--- config.mk ---
export PLATFORM = sky130hd
export DESIGN_NAME = uart_rx_typed_chunker
export DESIGN_NICKNAME = d
export VERILOG_FILES = /design/src/rtl/uart_rx_typed_chunker.sv
export SDC_FILE = /design/constraint.sdc
export NUM_CORES = 1
export LEC_CHECK = 0
export CAP_MARGIN = 20
export CORE_MARGIN = 2
export CORE_UTILIZATION = 45
export CTS_BUF_LIST = sky130_fd_sc_hd__clkbuf_16
export DETAILED_ROUTE_END_ITERATION = 7
export DONT_BUFFER_PORTS = 1
export GPL_TIMING_DRIVEN = 0
export PLACE_DENSITY = 0.57
export SLEW_MARGIN = 20
export SYNTH_ARGS = -nofsm -noshare
export SYNTH_HDL_FRONTEND = slang
export SYNTH_SLANG_ARGS = --single-unit
--- constraint.sdc ---
create_clock -name CLK -period 2.1 [get_ports CLK]
set_input_delay 0.21 -clock CLK [delete_from_list [all_inputs] [get_ports CLK]]
set_output_delay 0.21 -clock CLK [all_outputs]
set_load 0.01 [all_outputs]
--- src/rtl/uart_rx_typed_chunker.sv ---
// uart_rx_typed_chunker
//   Consumes the byte stream from uart_rx, locates typed chunks framed by the
//   0x00 escape protocol, unescapes their payload into a working buffer and
//   publishes each complete chunk with its type and byte count.
//
//   Wire protocol: 00 00 = literal 0x00, 00 01 = end of chunk,
//   00 T (T >= 02) = start of chunk of type T, anything else = literal.
//
// Ports
//   CLK, RST           clock, synchronous active-high reset
//   rx_ready, rx_data  one-cycle byte strobe and received byte
//   is_chunk_ready     one-cycle pulse, a chunk was published
//   chunk_type         type of the last published chunk
//   chunk_byte_size    payload length of the last published chunk
//   chunk_bytes        payload, byte i at [8i+7:8i], unused bytes are 0
//   is_overflow        one-cycle pulse, an oversized chunk was dropped
//   is_protocol_error  one-cycle pulse, illegal escape or abandoned chunk
module uart_rx_typed_chunker #(
    parameter int BUFFER_BYTE_SIZE  = 5,
    parameter int BUFFER_INDEX_SIZE = 32
) (
    input  logic                          CLK,
    input  logic                          RST,
    input  logic                          rx_ready,
    input  logic [7:0]                    rx_data,
    output logic                          is_chunk_ready,
    output logic [7:0]                    chunk_type,
    output logic [BUFFER_INDEX_SIZE-1:0]  chunk_byte_size,
    output logic [BUFFER_BYTE_SIZE*8-1:0] chunk_bytes,
    output logic                          is_overflow,
    output logic                          is_protocol_error
);

    typedef enum logic [2:0] {
        S_IDLE,
        S_IDLE_ESC,
        S_DATA,
        S_DATA_ESC,
        S_DISCARD,
        S_DISCARD_ESC
    } state_e;

    state_e                        state_q, state_d;
    logic [7:0]                    type_q, type_d;
    logic [BUFFER_INDEX_SIZE-1:0]  cnt_q, cnt_d;
    logic [BUFFER_BYTE_SIZE*8-1:0] buf_q, buf_d;

    // Published (double-buffered) outputs
    logic [7:0]                    out_type_q, out_type_d;
    logic [BUFFER_INDEX_SIZE-1:0]  out_size_q, out_size_d;
    logic [BUFFER_BYTE_SIZE*8-1:0] out_bytes_q, out_bytes_d;
    logic                          rdy_q, rdy_d;
    logic                          ovf_q, ovf_d;
    logic                          err_q, err_d;

    // Shared actions requested by the state decode below
    logic start;
    logic store;

    always_comb begin
        state_d     = state_q;
        type_d      = type_q;
        cnt_d       = cnt_q;
        buf_d       = buf_q;
        out_type_d  = out_type_q;
        out_size_d  = out_size_q;
        out_bytes_d = out_bytes_q;
        rdy_d       = 1'b0;
        ovf_d       = 1'b0;
        err_d       = 1'b0;
        start       = 1'b0;
        store       = 1'b0;

        if (rx_ready) begin
            case (state_q)
                S_IDLE: begin
                    if (rx_data == 8'h00) state_d = S_IDLE_ESC;
                end
                S_IDLE_ESC: begin
                    if (rx_data >= 8'h02) begin
                        start = 1'b1;
                    end else begin
                        err_d   = 1'b1;
                        state_d = S_IDLE;
                    end
                end
                S_DATA: begin
                    if (rx_data != 8'h00) store = 1'b1;
                    else                  state_d = S_DATA_ESC;
                end
                S_DATA_ESC: begin
                    if (rx_data == 8'h00) begin
                        store = 1'b1;
                    end else if (rx_data == 8'h01) begin
                        out_type_d  = type_q;
                        out_size_d  = cnt_q;
                        out_bytes_d = buf_q;
                        rdy_d       = 1'b1;
                        state_d     = S_IDLE;
                    end else begin
                        err_d = 1'b1;
                        start = 1'b1;
                    end
                end
                S_DISCARD: begin
                    if (rx_data == 8'h00) state_d = S_DISCARD_ESC;
                end
                S_DISCARD_ESC: begin
                    if (rx_data == 8'h00) begin
                        state_d = S_DISCARD;
                    end else if (rx_data == 8'h01) begin
                        ovf_d   = 1'b1;
                        state_d = S_IDLE;
                    end else begin
                        ovf_d = 1'b1;
                        start = 1'b1;
                    end
                end
                default: state_d = S_IDLE;
            endcase
        end

        // Starting a chunk clears the working buffer so bytes beyond the
        // final count publish as zero.
        if (start) begin
            type_d  = rx_data;
            cnt_d   = '0;
            buf_d   = '0;
            state_d = S_DATA;
        end

        // A store into a full buffer diverts into DISCARD instead of writing.
        if (store) begin
            if (cnt_q < BUFFER_INDEX_SIZE'(BUFFER_BYTE_SIZE)) begin
                for (int unsigned i = 0; i < BUFFER_BYTE_SIZE; i++) begin
                    if (cnt_q == BUFFER_INDEX_SIZE'(i)) buf_d[8*i +: 8] = rx_data;
                end
                cnt_d   = cnt_q + BUFFER_INDEX_SIZE'(1);
                state_d = S_DATA;
            end else begin
                state_d = S_DISCARD;
            end
        end
    end

    always_ff @(posedge CLK) begin
        if (RST) begin
            state_q     <= S_IDLE;
            type_q      <= '0;
            cnt_q       <= '0;
            buf_q       <= '0;
            out_type_q  <= '0;
            out_size_q  <= '0;
            out_bytes_q <= '0;
            rdy_q       <= 1'b0;
            ovf_q       <= 1'b0;
            err_q       <= 1'b0;
        end else begin
            state_q     <= state_d;
            type_q      <= type_d;
            cnt_q       <= cnt_d;
            buf_q       <= buf_d;
            out_type_q  <= out_type_d;
            out_size_q  <= out_size_d;
            out_bytes_q <= out_bytes_d;
            rdy_q       <= rdy_d;
            ovf_q       <= ovf_d;
            err_q       <= err_d;
        end
    end

    assign is_chunk_ready    = rdy_q;
    assign is_overflow       = ovf_q;
    assign is_protocol_error = err_q;
    assign chunk_type        = out_type_q;
    assign chunk_byte_size   = out_size_q;
    assign chunk_bytes       = out_bytes_q;

endmodule

Word level (Yosys, flattened, before mapping)
Cells that the tools add are included.
- latch bits: 0
- RAM bits: 0
- memories: 0
- ROM bits: 0
- bits of input ports: 11
- word-level logic and storage cells: 79
- output and inout port bits: 83
- flip-flop bits (word level): 166
- bitwise logic cells: 4
- mux-type cells: 36
- shifts and indexed selects: 0
- equal/unequal tests: 15
- reduce and logical (&&, ||, !) cells: 11
- add/subtract/negate cells: 1
- div/mod/pow operators: 0
- multiply operators: 0
- magnitude comparators: 2
- operators by type and width (kind ; count):
    $mux 40 ; 3
    $mux 32 ; 3
    $eq 32x2->1 const B ; 2
    $mux 8 ; 5
    $mux 3 ; 11
    $add 32x1->32 const B ; 1
    $eq 32x1->1 const B ; 1
    $eq 32x3->1 const B ; 1
    $logic_not 32->1 ; 1
    $lt 32x3->1 const B ; 1
    $ne 4x4->1 const B ; 5
    $pmux 3 s6 ; 1
    $mux 1 ; 10
    $eq 8x1->1 const B ; 1
    $ge 8x2->1 const B ; 1
    $logic_not 8->1 ; 1
    $reduce_bool 8->1 ; 1
    $eq 3x2->1 const B ; 2
    $eq 3x3->1 const B ; 2
    $pmux 1 s2 ; 3
    $reduce_and 6->1 ; 1
    $not 1->1 ; 4
    $reduce_and 4->1 ; 1
    $reduce_or 2->1 ; 2
    other kinds (5) ; 5

Depth between registers and ports, before layout
- depth after elaboration: 9
- gate-level depth with buffers: 8
- depth with buffers taken out: 7

Worst setup path before layout
OpenSTA, ideal clock, no wires.
- kind: flip-flop to flip-flop
- start: register cnt_q[0]
- end: register cnt_q[0]
- slack: 414 ps
- data arrival time: 1585 ps
- data required time: 1999 ps
- stages on the path, launching flop included: 8
- buffers on the path: 1
- setup time: 101 ps
- period minus slack after synthesis: 1686 ps
- cells stage by stage: dfxtp_1 > inv_1 > ha_1 > nand2b_1 > nand3_1 > or3_1 > buf_2 > o41ai_1
- longest elaborated chain between the ends: 3
- elaborated cells between the ends (all ways): 5
- those cells by class: add/sub (1); order compare (1); mux (3)
- ends and longest elaborated chain (element ; RTL line ; source):
    start: declaration ; 45 ; logic [BUFFER_INDEX_SIZE-1:0] cnt_q, cnt_d;
    start signal: assignment ; 161 ; cnt_q <= cnt_d;
    $add 32x1->32 (tied with other cells) ; 138 ; cnt_d = cnt_q + BUFFER_INDEX_SIZE'(1);
    $mux 32 ; 134 ; if (cnt_q < BUFFER_INDEX_SIZE'(BUFFER_BYTE_SIZE)) begin
    $mux 32 * ; 133 ; if (store) begin
Every way passes the cells marked *; elsewhere a longest branch is shown, timed or not.
A chain may end at the register's enable or synchronous reset.

Worst setup path in the final report
- start: register state_q[2]
- end: register out_type_q[7] (netlist: chunk_type[7])
- longest elaborated chain between the ends: 2
- ends and longest elaborated chain (element ; RTL line ; source):
    start: declaration ; 43 ; state_e state_q, state_d;
    start signal: assignment ; 159 ; state_q <= state_d;
    $eq 3x2->1 ; 75 ; case (state_q)
    $reduce_and 4->1 (no source line) ; -- ;
    end signal: assignment ; 163 ; out_type_q <= out_type_d;
    end: declaration ; 49 ; logic [7:0] out_type_q, out_type_d;
No other way between the ends.

==> results.py <==
metrics = {
    "route": {
        "wl_met3_um": 882,
        "first_iter_violations": 231,
        "maxUsedRoutingLayer": "met4",
        "drc": 0,
        "avgRoutedWirePerCell_um": 16.0,
        "wirelength_met1_um": 5980,
        "drt_wl_total_um": 14500,
        "viasPerCell": 5.14,
        "routed-wl-met2_um": 7270,
        "postRouteAntennaNets": 0,
        "dr.pass1.iters": 4,
        "vias": 4650,
    },
    "cells_and_area": {
        "seq_area_um2": 3320,
        "synthToLayoutAreaGrowth_pct": 15.6,
        "post-route-cell-area_um2": 6980,
        "insertedDiodeCount": 0,
        "final_net_count": 731,
        "multiInputGateArea_um2": 2490,
        "fill_cells": 1277,
        "post-route-util_pct": 52.9,
        "drive_above_1_share_pct": 9.62,
    },
    "worst_setup_path": {
        "cp_slowest_stage_delay_ns": 0.29,
        "r2r_end": "chunk_type[7]",
        "critPathArrivalTime_ns": 2.26,
        "path_max_fanout": 10,
        "cp_num_buf_inv": 3,
        "crit_path_end_kind": "register",
        "timing.rr.start": "state_q[2]",
        "startpoint_type": "register",
        "reg2reg_depth": 8,
        "setup.worst_path.class": "reg2reg",
        "rrSetupSlack_ns": 0.18,
        "crit_path_frequent_cell": "buf_2",
        "cp_top_family": "simple AND/OR/NAND/NOR gates",
        "cp_cell_sequence": "clkbuf_1, nand2b_1, nor2_1, and3_1, buf_2, buf_2, nand2_1, a21oi_1",
        "cp.required_ns": 2.45,
        "crit_slowest_cell": "dfxtp_1",
    },
    "synthesis": {
        "ys.flop_type": "dfxtp_1",
        "yosysSeqAreaShare_pct": 55.1,
        "synth.area.top_cells": "dfxtp_1 55%, nand2_1 14%, a21oi_1 8.3%, mux2i_1 5.3%, and2_1 3.1%",
        "synth-seq-cells": 166,
        "synth_top_cell_by_area": "dfxtp_1",
        "synth_edf_count": 0,
        "synthesis.instances": 687,
        "yosys.area.top_type_share_pct": 55.1,
        "ys_async_sr_fraction_pct": 0,
        "syn_avg_cell_area_um2": 8.78,
        "post_synth_num_cell_types": 40,
        "ys_warn_count": 0,
        "syn_area_um2": 6030,
        "synth_nets": 703,
    },
    "global_route": {
        "grt_max_degree": 17,
        "gr-usage-all-layers_pct": 21.3,
        "grt_overflow": 0,
        "antenna_found_initial": 0,
        "grt_pass1_vias": 4667,
        "grt_pass1_wl_um": 23500,
    },
    "sta": {
        "fin_crit_sh_pct": 91.4,
        "drv_slew": 0,
        "relSlewSlack_pct": 58.2,
        "final.setup.tns_ns": 0,
        "finalCriticalPeriod_ns": 1.92,
        "hold_viol": 0,
        "finClkSkew_ns": 0.00833,
        "fmax_mhz": 521,
        "setup_violations": 0,
        "tightest_slew_ns": 0.627,
    },
    "die": {
        "start_util_pct": 45.7,
        "dieWidth_um": 120,
        "rows": 42,
        "ioPinCount": 94,
        "die_y_um": 120,
        "core_area_um2": 13200,
        "die-area_um2": 14300,
    },
    "placed_design": {
        "dpl_cell_area_um2": 6250,
        "dp.final_hpwl_um": 10100,
        "portBuffers": 0,
        "gp_congestion": 0.817,
    },
    "outcome": {
        "status": "completed",
    },
    "pwr": {
        "cellLeakagePower_uw": 0.00262,
        "vdd_drop_max_mv": 0.624,
        "cellPowerDensity_nw_per_um2": 893,
        "fin_total_pwr_uw": 6230,
    },
    "flow_run": {
        "maxCapViolations": 0,
    },
    "clock_network": {
        "cts_buffers": 17,
        "htreeDepth": 4,
        "root_buffer": "clkbuf_16",
        "tritoncts": "done",
        "path_clk_slew_ns": 0.06,
        "cts_buffer_depth": 2,
        "insertion_delay_ns": 0.43,
        "clkSinkCount": 166,
    },
    "hold_path": {
        "hold_path_end": "state_q[2]",
        "hp-start": "rx_ready",
        "worstHoldPathType": "in2reg",
        "hold_depth": 3,
    },
}
cell families (layout without fill, tap and decap cells):
kind of cell / Yosys count / in the layout / share of synthesized area, %
AO/OA/AOI/OAI: 122 / 122 / 11.2
XOR/XNOR: 1 / 1 / 0.145
adder cells (fa/ha/maj): 5 / 5 / 1.04
buffers and inverters: 54 / 95 / 4.25
flip-flops: 166 / 166 / 55.1
multiplexers: 32 / 32 / 5.31
AND/OR/NAND/NOR: 307 / 307 / 23.0
repair_timing:
item	in CTS	in global routing
endpoints found under the hold margin	16	0
buffers inserted	0	1
cloned	0	0
hold buffers	8	0
pin swaps	0	1
resized for setup	3	30
endpoints found under the setup margin	139	149
sequential cells by signal, indices dropped and copies added (netlist names):
name and cells:
is_chunk_ready 1, type_q 8, chunk_bytes 40, state_q 3
chunk_type 8, buf_q 40, is_protocol_error 1, chunk_byte_size 32
cnt_q 32, is_overflow 1
routing by layer:
layer  up-vias  track usage, %
met5         -               0
met4         0            9.49
met3        23            6.61
met2       107            37.1
met1      2163            23.8
li1       2357               -
cell usage after synthesis (6+ instances only):
cell and count:
a21oi_1 100, and2_1 30, buf_2 16, clkbuf_1 29
dfxtp_1 166, mux2i_1 32, nand2_1 223, nand4_1 10
nor2_1 6, nor4_1 8, o211ai_1 8
stage by stage:
step	hold WS [ns]	cells	setup slack, ns
6_report	0.0159	904	0.181
5_1_grt	0.00546	904	-0.00660
4_1_cts	0.00342	903	0.0161
3_3_place_gp	0.350	863	-0.0685
2_1_floorplan	0.346	687	0.414
3_5_place_dp	0.357	863	-0.103
area by class of cell:
class / instances / share of cell area (%)
flip-flops and latches: 166 / 47.6
clock buffers: 17 / 6.10
well taps: 176 / 3.16
inverters: 4 / 0.215
multi-input cells: 467 / 35.8
repair buffers: 9 / 1.26
clock inverters: 15 / 1.99
plain buffers: 50 / 3.87
cell usage in the layout (no fill, tap or decap), types with 7 or more instances in the layout:
cell type      netlist  layout
a21oi_1            100     100
and2_1              30      30
buf_2               16       9
clkbuf_1            29      20
clkbuf_16            0      17
clkbuf_2             0       9
clkbuf_4             0       7
dfxtp_1            166     166
dlygate4sd3_1        0       8
mux2i_1             32      32
nand2_1            223     223
nand4_1             10      10
nor4_1               8       7
o211ai_1             8       8
worst reg2reg max path: cells and delay by family (launching register included):
family	cells	cell delay, ns
buffers and inverters	3	0.70
DFF	1	0.29
AOI/OAI and AO/OA	1	0.14
and+or+nand+nor	4	0.71
how the worst max path moves through the flow:
| stage | startpoint | end | slack, ns | cells past startpoint |
|---|---|---|---|---|
| after floorplan | cnt_q[0] | cnt_q[0] | 0.41 | 7 |
| after global placement | cnt_q[31] | buf_q[22] | -0.07 | 6 |
| after detailed placement | cnt_q[31] | buf_q[16] | -0.10 | 6 |
| after CTS | state_q[1] | buf_q[31] | 0.02 | 6 |
| after global routing | cnt_q[18] | buf_q[35] | -0.007 | 6 |
| final | state_q[2] | chunk_type[7] | 0.18 | 8 |
power breakdown:
part | leakage, µW | total [µW] | internal (µW) | switching [µW]
clock network | 0.000273 | 2960 | 1730 | 1240
logic | 0.00102 | 117 | 27.2 | 89.6
registers | 0.00134 | 3150 | 3150 | 0.0743
total | 0.00262 | 6230 | 4910 | 1320
Power figures use the tool's default switching activity.
